--- config.mk ---
export PLATFORM = sky130hd
export DESIGN_NAME = btn_conditioner_flat
export DESIGN_NICKNAME = d
export VERILOG_FILES = /design/src/rtl/btn_pkg.sv /design/src/rtl/btn_conditioner_if.sv /design/src/rtl/btn_channel.sv /design/src/rtl/btn_conditioner.sv /design/src/flat_wrapper.sv
export SDC_FILE = /design/constraint.sdc
export NUM_CORES = 1
export LEC_CHECK = 0
export CAP_MARGIN = 10
export CORE_MARGIN = 3
export CORE_UTILIZATION = 46
export CTS_CLUSTER_DIAMETER = 200
export DETAILED_ROUTE_END_ITERATION = 6
export GPL_TIMING_DRIVEN = 1
export PLACE_DENSITY = 0.66
export SYNTH_ARGS = -nofsm -noshare
export SYNTH_HDL_FRONTEND = slang
export SYNTH_SLANG_ARGS = --single-unit
--- constraint.sdc ---
create_clock -name clk -period 4.62 [get_ports clk]
set_input_delay 0.924 -clock clk [delete_from_list [all_inputs] [get_ports clk]]
set_output_delay 0.924 -clock clk [all_outputs]
set_load 0.02 [all_outputs]
--- src/rtl/btn_pkg.sv ---
// Shared encodings for the push-button conditioner: channel FSM states and
// the bit position of each Nexys4 button within the channel vectors.
package btn_pkg;

  typedef enum logic [2:0] {
    IDLE       = 3'd0,
    PRESS_WAIT = 3'd1,
    PRESS_ACK  = 3'd2,
    HELD       = 3'd3,
    REPEAT     = 3'd4,
    REL_WAIT   = 3'd5
  } btn_state_t;

  localparam int BTN_C = 0;
  localparam int BTN_U = 1;
  localparam int BTN_D = 2;
  localparam int BTN_L = 3;
  localparam int BTN_R = 4;

endpackage

--- src/rtl/btn_conditioner_if.sv ---
// Button bundle between the raw pins / game logic (master) and the
// conditioner (slave).
interface btn_conditioner_if #(
  parameter int N_BTN = 5
);
  logic [N_BTN-1:0] btn_in;
  logic [N_BTN-1:0] evt_ack;
  logic [N_BTN-1:0] btn_level;
  logic [N_BTN-1:0] btn_press;
  logic [N_BTN-1:0] btn_release;
  logic [N_BTN-1:0] btn_repeat;
  logic [N_BTN-1:0] btn_evt;

  modport master (
    output btn_in, evt_ack,
    input  btn_level, btn_press, btn_release, btn_repeat, btn_evt
  );

  modport slave (
    input  btn_in, evt_ack,
    output btn_level, btn_press, btn_release, btn_repeat, btn_evt
  );
endinterface

--- src/rtl/btn_channel.sv ---
// One button channel: 2-flop synchronizer, debounce/auto-repeat FSM with a
// shared counter, registered strobes and a sticky event flag with acknowledge.
module btn_channel
  import btn_pkg::*;
#(
  parameter int DEBOUNCE_CYCLES = 1000000,
  parameter int REPEAT_DELAY    = 50000000,
  parameter int REPEAT_PERIOD   = 10000000,
  parameter int CNT_W           = 26,
  parameter bit REPEAT_EN       = 1'b1
) (
  input  logic clk,
  input  logic rst,
  input  logic i_btn,
  input  logic i_ack,
  output logic o_level,
  output logic o_press,
  output logic o_release,
  output logic o_repeat,
  output logic o_evt
);

  localparam logic [CNT_W-1:0] DEB_LAST = CNT_W'(DEBOUNCE_CYCLES - 1);
  localparam logic [CNT_W-1:0] DLY_LAST = CNT_W'(REPEAT_DELAY - 1);
  localparam logic [CNT_W-1:0] PER_LAST = CNT_W'(REPEAT_PERIOD - 1);

  logic             r_sync1, r_sync2;
  btn_state_t       r_state, w_state_next;
  logic [CNT_W-1:0] r_cnt, w_cnt_next;
  logic             r_level, r_press, r_release, r_repeat, r_evt;
  logic             w_press_next, w_release_next, w_repeat_next, w_level_next;
  logic             w_btn_s;

  assign w_btn_s = r_sync2;

  always_ff @(posedge clk) begin
    if (rst) begin
      r_sync1   <= 1'b0;
      r_sync2   <= 1'b0;
      r_state   <= IDLE;
      r_cnt     <= '0;
      r_level   <= 1'b0;
      r_press   <= 1'b0;
      r_release <= 1'b0;
      r_repeat  <= 1'b0;
    end else begin
      r_sync1   <= i_btn;
      r_sync2   <= r_sync1;
      r_state   <= w_state_next;
      r_cnt     <= w_cnt_next;
      r_level   <= w_level_next;
      r_press   <= w_press_next;
      r_release <= w_release_next;
      r_repeat  <= w_repeat_next;
    end
  end

  // Strobes are decided on the transition so they register into the cycle
  // the FSM occupies PRESS_ACK or the cycle after a counter terminal.
  always_comb begin
    w_state_next   = r_state;
    w_cnt_next     = r_cnt;
    w_press_next   = 1'b0;
    w_release_next = 1'b0;
    w_repeat_next  = 1'b0;
    unique case (r_state)
      IDLE: begin
        w_cnt_next = '0;
        if (w_btn_s) w_state_next = PRESS_WAIT;
      end
      PRESS_WAIT: begin
        if (!w_btn_s) begin
          w_state_next = IDLE;
          w_cnt_next   = '0;
        end else if (r_cnt == DEB_LAST) begin
          w_state_next  = PRESS_ACK;
          w_cnt_next    = '0;
          w_press_next  = 1'b1;
          w_repeat_next = 1'b1;
        end else begin
          w_cnt_next = r_cnt + 1'b1;
        end
      end
      PRESS_ACK: begin
        w_state_next = HELD;
        w_cnt_next   = '0;
      end
      HELD: begin
        if (!w_btn_s) begin
          w_state_next = REL_WAIT;
          w_cnt_next   = '0;
        end else if (REPEAT_EN) begin
          if (r_cnt == DLY_LAST) begin
            w_state_next  = REPEAT;
            w_cnt_next    = '0;
            w_repeat_next = 1'b1;
          end else begin
            w_cnt_next = r_cnt + 1'b1;
          end
        end
      end
      REPEAT: begin
        if (!w_btn_s) begin
          w_state_next = REL_WAIT;
          w_cnt_next   = '0;
        end else if (r_cnt == PER_LAST) begin
          w_cnt_next    = '0;
          w_repeat_next = 1'b1;
        end else begin
          w_cnt_next = r_cnt + 1'b1;
        end
      end
      REL_WAIT: begin
        if (w_btn_s) begin
          w_state_next = HELD;
          w_cnt_next   = '0;
        end else if (r_cnt == DEB_LAST) begin
          w_state_next   = IDLE;
          w_cnt_next     = '0;
          w_release_next = 1'b1;
        end else begin
          w_cnt_next = r_cnt + 1'b1;
        end
      end
      default: begin
        w_state_next = IDLE;
        w_cnt_next   = '0;
      end
    endcase
  end

  assign w_level_next = (w_state_next == PRESS_ACK) || (w_state_next == HELD) ||
                        (w_state_next == REPEAT)    || (w_state_next == REL_WAIT);

  // Set has priority over acknowledge so a strobe landing with an ack is kept.
  always_ff @(posedge clk) begin
    if (rst)           r_evt <= 1'b0;
    else if (r_repeat) r_evt <= 1'b1;
    else if (i_ack)    r_evt <= 1'b0;
  end

  assign o_level   = r_level;
  assign o_press   = r_press;
  assign o_release = r_release;
  assign o_repeat  = r_repeat;
  assign o_evt     = r_evt;

endmodule

--- src/rtl/btn_conditioner.sv ---
// Push-button conditioner for the Nexys4 buttons: N_BTN fully independent
// btn_channel instances, each with its own auto-repeat enable bit.
module btn_conditioner
  import btn_pkg::*;
#(
  parameter int             N_BTN           = 5,
  parameter int             DEBOUNCE_CYCLES = 1000000,
  parameter int             REPEAT_DELAY    = 50000000,
  parameter int             REPEAT_PERIOD   = 10000000,
  parameter logic [N_BTN-1:0] REPEAT_EN     = 5'b11110,
  parameter int             CNT_W           = 26
) (
  input  logic               clk,
  input  logic               rst,
  btn_conditioner_if.slave   bus
);

  logic [N_BTN-1:0] w_level, w_press, w_release, w_repeat, w_evt;

  for (genvar i = 0; i < N_BTN; i++) begin : g_chan
    btn_channel #(
      .DEBOUNCE_CYCLES (DEBOUNCE_CYCLES),
      .REPEAT_DELAY    (REPEAT_DELAY),
      .REPEAT_PERIOD   (REPEAT_PERIOD),
      .CNT_W           (CNT_W),
      .REPEAT_EN       (REPEAT_EN[i])
    ) u_chan (
      .clk       (clk),
      .rst       (rst),
      .i_btn     (bus.btn_in[i]),
      .i_ack     (bus.evt_ack[i]),
      .o_level   (w_level[i]),
      .o_press   (w_press[i]),
      .o_release (w_release[i]),
      .o_repeat  (w_repeat[i]),
      .o_evt     (w_evt[i])
    );
  end

  assign bus.btn_level   = w_level;
  assign bus.btn_press   = w_press;
  assign bus.btn_release = w_release;
  assign bus.btn_repeat  = w_repeat;
  assign bus.btn_evt     = w_evt;

endmodule

--- src/flat_wrapper.sv ---
// flat-port wrapper written by rule: the top's interface ports become plain ports
module btn_conditioner_flat import btn_pkg::*;
#(
  parameter int             N_BTN           = 5,
  parameter int             DEBOUNCE_CYCLES = 1000000,
  parameter int             REPEAT_DELAY    = 50000000,
  parameter int             REPEAT_PERIOD   = 10000000,
  parameter logic [N_BTN-1:0] REPEAT_EN     = 5'b11110,
  parameter int             CNT_W           = 26
)
  (clk, rst, bus_btn_in, bus_evt_ack, bus_btn_level, bus_btn_press, bus_btn_release, bus_btn_repeat, bus_btn_evt);
  btn_conditioner_if #(.N_BTN(N_BTN)) bus_i ();
  input  logic clk;
  input  logic rst;
  input wire logic [$bits(bus_i.btn_in)-1:0] bus_btn_in;
  input wire logic [$bits(bus_i.evt_ack)-1:0] bus_evt_ack;
  output wire logic [$bits(bus_i.btn_level)-1:0] bus_btn_level;
  output wire logic [$bits(bus_i.btn_press)-1:0] bus_btn_press;
  output wire logic [$bits(bus_i.btn_release)-1:0] bus_btn_release;
  output wire logic [$bits(bus_i.btn_repeat)-1:0] bus_btn_repeat;
  output wire logic [$bits(bus_i.btn_evt)-1:0] bus_btn_evt;
  assign bus_i.btn_in = bus_btn_in;
  assign bus_i.evt_ack = bus_evt_ack;
  assign bus_btn_level = bus_i.btn_level;
  assign bus_btn_press = bus_i.btn_press;
  assign bus_btn_release = bus_i.btn_release;
  assign bus_btn_repeat = bus_i.btn_repeat;
  assign bus_btn_evt = bus_i.btn_evt;
  btn_conditioner #(.N_BTN(N_BTN), .DEBOUNCE_CYCLES(DEBOUNCE_CYCLES), .REPEAT_DELAY(REPEAT_DELAY), .REPEAT_PERIOD(REPEAT_PERIOD), .REPEAT_EN(REPEAT_EN), .CNT_W(CNT_W)) u_core (.clk(clk), .rst(rst), .bus(bus_i));
endmodule
Word-level counts from Yosys, hierarchy flattened
Index checks and enable logic that the tools add are counted.

cells by class
  mux-type cells = 125
  bitwise logic cells = 10
  equal/unequal tests = 60
  add/sub/neg operators = 5
  reduce and logical (&&, ||, !) cells = 36

operators by type and width
  operator                                                           number
  26-bit 2-to-1 mux                                                  34
  26-bit one-hot mux with 4 select lines                             5
  26-bit by 1-bit adder with 26-bit output, second input constant    5
  26-bit by 20-bit == test with 1-bit output, second input constant  5
  26-bit by 24-bit == test with 1-bit output, second input constant  5
  3-bit 2-to-1 mux                                                   38
  26-bit == test, second input constant                              4
  3-bit one-hot mux with 6 select lines                              4
  3-bit by 2-bit == test with 1-bit output, second input constant    20
  3-bit == test, second input constant                               20
  1-bit 2-to-1 mux                                                   38
  3-bit by 1-bit == test with 1-bit output, second input constant    5
  3-bit zero test                                                    5
  1-bit logical OR                                                   15
  3-bit one-hot mux with 5 select lines                              1
  3-bit OR reduction                                                 5
  1-bit one-hot mux with 3 select lines                              4
  2-bit OR reduction                                                 6
  1-bit NOT                                                          10
  2-bit nonzero test                                                 5
  2-bit != test, second input constant                               1
  1-bit one-hot mux with 2 select lines                              1

word-level totals
  register bits = 180
  output and inout port bits = 25
  word-level logic and storage cells = 281
  input port bits = 12

Logic depth before layout (Yosys ltp)
  depth in word-level cells = 8
  depth in mapped cells = 11
  mapped depth without buffers = 7

Hierarchy
Synthesis repeated with hierarchy kept, for this count alone.

unflattened totals
  cell total of the unflattened synthesis = 1108
  area, all modules = 9365.2 um^2

modules (own cells, without submodules)
  module                                     instances  cells each  seq. area each (um^2)  area an instance (um^2)
  btn_channel (u_core.g_chan[1].u_chan ...)  2          220         720.7                  1859.3
  btn_channel (u_core.g_chan[0].u_chan)      1          239         720.7                  1960.6
  btn_channel (u_core.g_chan[3].u_chan)      1          218         720.7                  1848.0
  btn_channel (u_core.g_chan[4].u_chan)      1          211         720.7                  1838.0

Worst setup path after synthesis
Ideal clock, no wire load.

  path kind = flip-flop to flip-flop
  start = register u_core.g_chan[4].u_chan.r_cnt[11]
  end = register u_core.g_chan[4].u_chan.r_cnt[16]
  path buffers = 2
  setup time = 0.115 ns
  stages on the path, launching flop included = 9
  setup slack = 2.105 ns
  clock period less this slack = 2.515 ns
  arrival time = 2.400 ns
  cells stage by stage = dfxtp_1 -> buf_6 -> or4_1 -> or4_4 -> nor3_4 -> nor4_1 -> o311ai_4 -> buf_6 -> nor2_1

on the way
  longest elaborated chain between the ends = 4
  elaborated cells on any way between the ends = 12
  classes of those cells = add/sub (1); eq/ne (3); mux (8)

RTL lines
  element                                                                 line               RTL
  start: declaration                                                      btn_channel.sv:29  logic [CNT_W-1:0] r_cnt, w_cnt_next;
  start signal: assignment                                                btn_channel.sv:50  r_cnt <= w_cnt_next;
  26-bit by 1-bit adder with 26-bit output, or another cell as far along  -
  26-bit 2-to-1 mux, on equally long branches (2 in series)               -
  26-bit one-hot mux with 4 select lines *                                btn_channel.sv:66  unique case (r_state)

Mark *: on every way between the ends. The rest lies on a longest branch, timed or not.
A chain may end at the register's enable or synchronous reset.

Worst setup path in the final report
  start = register u_core.g_chan[4].u_chan.r_cnt[11]
  end = register u_core.g_chan[4].u_chan.r_cnt[17]

Same word-level chain as after synthesis.

==> flow_summary.json <==
{
  "yosysTopAreaCellShare_pct": 40.7,
  "diodes": 0,
  "reg2reg_to": "u_core.g_chan[4].u_chan.r_cnt[17]",
  "die_w_um": 145,
  "synth_edf_count": 0,
  "clk_pin_slew_ns": 0.06,
  "io_pins": 37,
  "r2r_slack_ns": 1.65,
  "regArea_mm2": 0.00360,
  "multi_input_area_mm2": 0.00478,
  "hpwl_um": 12300,
  "max_stage_delay_ns": 0.88,
  "cts.sinks": 180,
  "drtIter0Drc": 581,
  "cp_slowest_cell": "o311ai_4",
  "hold_end": "u_core.g_chan[0].u_chan.r_sync2",
  "hold_path.class": "flop to flop",
  "hold_viol": 0,
  "synth_area_per_cell_um2": 8.20,
  "vias_per_cell": 5.38,
  "nNetsFinal": 1084,
  "finalMaxSlewViolations": 0,
  "whs_path_depth": 1,
  "initial_core_util_pct": 47.0,
  "drtPass1Iterations": 6,
  "synth-async-reset-ratio_pct": 0,
  "grt_pass1_vias": 6513,
  "antenna_found_initial": 0,
  "cts_buffers": 17,
  "gp_congestion": 0.879,
  "critPathMaxFanout": 26,
  "routed_wl_um": 17900,
  "die_h_um": 145,
  "cts_resized": 0,
  "core_mm2": 0.0188,
  "synth.area.top_cells": "dfxtp_1 (41%), nor2_1 (8.0%), xor2_1 (6.1%), xnor2_1 (5.3%), nand2_1 (3.9%)",
  "yosysWarningCount": 0,
  "gr-total-overflow": 0,
  "cts_setup_buffers": 0,
  "htreeDepth": 4,
  "outcome": "finished, final reports clean",
  "rsz0062_at_grt": "no",
  "grt_pass1_wl_um": 30400,
  "ys.flop_type": "dfxtp_1",
  "cp.required_ns": 4.89,
  "dpl_worst_slack_ns": 1.61,
  "clock_skew_ns": 0.0138,
  "final.setup.worst_slack_ns": 1.65,
  "vdd_drop_max_mv": 0.235,
  "ys_seq_area_share_pct": 40.7,
  "max_freq_mhz": 336,
  "critPathBufInv": 0,
  "drive_gt1_share_pct": 5.28,
  "syn_to_final_growth_pct": 10.6,
  "tns_ns": 0,
  "ys_ff_latch": 180,
  "powerDensity_mw_per_mm2": 319,
  "ctsHoldBuffers": 0,
  "syn_inst": 1080,
  "power_leakage_nw": 3.06,
  "yosysUniqueCellTypes": 73,
  "clk_latency_ns": 0.43,
  "crit_arrival_ns": 3.24,
  "antenna_left": 0,
  "crit_family": "simple AND/OR/NAND/NOR gates",
  "drc": 0,
  "root_buffer": "clkbuf_16",
  "synth_area_mm2": 0.00886,
  "finalSetupViolCount": 0,
  "num_vias": 7208,
  "finalCritPeriodShare_pct": 64.3,
  "worstSetupEndpointType": "flop",
  "die_area_mm2": 0.0210,
  "grt_max_degree": 37,
  "port_buffers": 36,
  "start_kind": "flop",
  "rows": 50,
  "synth_most_common_cell": "nor2_1",
  "crit_type": "flop to flop",
  "worstMarginPinSlew_ns": 1.05,
  "netlist_top_cells_count": "nor2_1 (189), dfxtp_1 (180), nand2_1 (91)",
  "worstPathCellList": "or4_1, or4_4, nor3_4, nor4_1, o311ai_4, nor2_1",
  "r2r_cells": 6,
  "yosysTopAreaCell": "dfxtp_1",
  "track_usage_pct": 17.4,
  "post_drt_wl_per_cell_um": 13.4,
  "timing.rr.start": "u_core.g_chan[4].u_chan.r_cnt[11]",
  "cap_violations": 0,
  "ctsLongestPathBuffers": 2,
  "slew_headroom_pct": 30.0,
  "hp-start": "u_core.g_chan[0].u_chan.r_sync1",
  "fillers": 1792,
  "synth_nets": 1097,
  "cts_tree": "done",
  "fin_crit_ns": 2.97
}
==> layout by cell type, fill, tap and decap left out, types with 4 or more instances in the layout <==
cell type          n
inv_6              5
a22oi_1            4
nand3_1           53
o22ai_1            6
nand2_1           91
nor2b_1           21
a31oi_1            6
and4_1             9
nor3_1            35
ha_1               5
a211oi_1           4
xnor2_1           54
nor4bb_1           6
nor2_1           189
a21oi_1           31
clkbuf_16         17
dfxtp_1          180
or2_2             10
xor2_1            62
nor4_1            23
o21ai_0           17
and2_1             5
or4_1             12
or3_1             10
and3_1            26
inv_1             23
nor3b_1            6
nor4b_1            6
nand2b_1          11
nand4_1           38
clkdlybuf4s50_1   35
==> power by group <==
group	switching [W]	internal (W)	leakage (nW)
logic	0.0000215	0.0000176	1.31
clock network	0.000650	0.000870	0.293
registers	0.00000861	0.00156	1.45
==> metal layers <==
metal	wire length [um]	global-route usage (%)	share of wire, %	vias to the layer above
met2	8060	27.5	45	138
li1	-	-	-	3704
met3	655	3.55	3.7	16
met5	0	0	0	-
met1	9070	24.1	51	3350
met4	137	5.01	0.76	0
==> sequential cells by signal, indices dropped and copies added (netlist names) <==
| signal | cells |
|---|---|
| u_core.g_chan.u_chan.r_cnt | 130 |
| u_core.g_chan.u_chan.r_state | 15 |
| u_core.g_chan.u_chan.o_evt | 5 |
| u_core.g_chan.u_chan.o_level | 5 |
| u_core.g_chan.u_chan.o_press | 5 |
| u_core.g_chan.u_chan.o_release | 5 |
| u_core.g_chan.u_chan.o_repeat | 5 |
| u_core.g_chan.u_chan.r_sync1 | 5 |
| u_core.g_chan.u_chan.r_sync2 | 5 |
==> kinds of logic after synthesis <==
logic type | count (synthesis) | share of synthesized area, %
DFF | 180 | 40.7
muxes | 3 | 0.367
and+or+nand+nor | 570 | 32.7
AOI/OAI and AO/OA | 112 | 8.72
buffers and inverters | 94 | 5.38
xor gates and xnor gates | 116 | 11.5
adders and majority gates | 5 | 0.706
==> worst register-to-register path: stages, from the launching register on <==
cell	delay, ns
dfxtp_1	0.38
or4_1	0.52
or4_4	0.56
nor3_4	0.25
nor4_1	0.11
o311ai_4	0.88
nor2_1	0.13
==> stage by stage <==
| stage | power [W] | cells | util, % | hold WS, ns | area [um2] |
|---|---|---|---|---|---|
| 2_1_floorplan | 0.00162 | 1080 | - | 0.414 | 8860 |
| 3_3_place_gp | 0.00164 | 1308 | 48.7 | 0.420 | 9170 |
| 3_5_place_dp | 0.00164 | 1308 | 48.7 | 0.428 | 9170 |
| 4_1_cts | 0.00316 | 1340 | 52.0 | 0.444 | 9790 |
| 5_1_grt | 0.00322 | 1340 | 52.0 | 0.459 | 9790 |
| 6_report | 0.00312 | 1340 | 52.0 | 0.441 | 9790 |
==> final cells by class <==
type,count,area share [%]
multi-input combinational,806,48.8
clock inverter,14,1.97
timing repair buffer,39,3.86
tap,260,3.32
inverter,23,0.882
clock buffer,18,4.38
sequential,180,36.8
==> how the worst max path moves through the flow <==
stage | from | end | slack (ns) | cells past startpoint
floorplan | u_core.g_chan[4].u_chan.r_cnt[11] | u_core.g_chan[4].u_chan.r_cnt[16] | 2.11 | 8
finish | u_core.g_chan[4].u_chan.r_cnt[11] | u_core.g_chan[4].u_chan.r_cnt[17] | 1.65 | 6
detailed placement | u_core.g_chan[4].u_chan.r_cnt[11] | u_core.g_chan[4].u_chan.r_cnt[2] | 1.61 | 6
CTS | u_core.g_chan[4].u_chan.r_cnt[11] | u_core.g_chan[4].u_chan.r_cnt[2] | 1.60 | 6
global route | u_core.g_chan[2].u_chan.r_cnt[23] | u_core.g_chan[2].u_chan.r_cnt[11] | 1.25 | 6
global placement | u_core.g_chan[4].u_chan.r_cnt[11] | u_core.g_chan[4].u_chan.r_cnt[15] | 1.65 | 6
No activity file was read; power rests on OpenSTA's default activity.
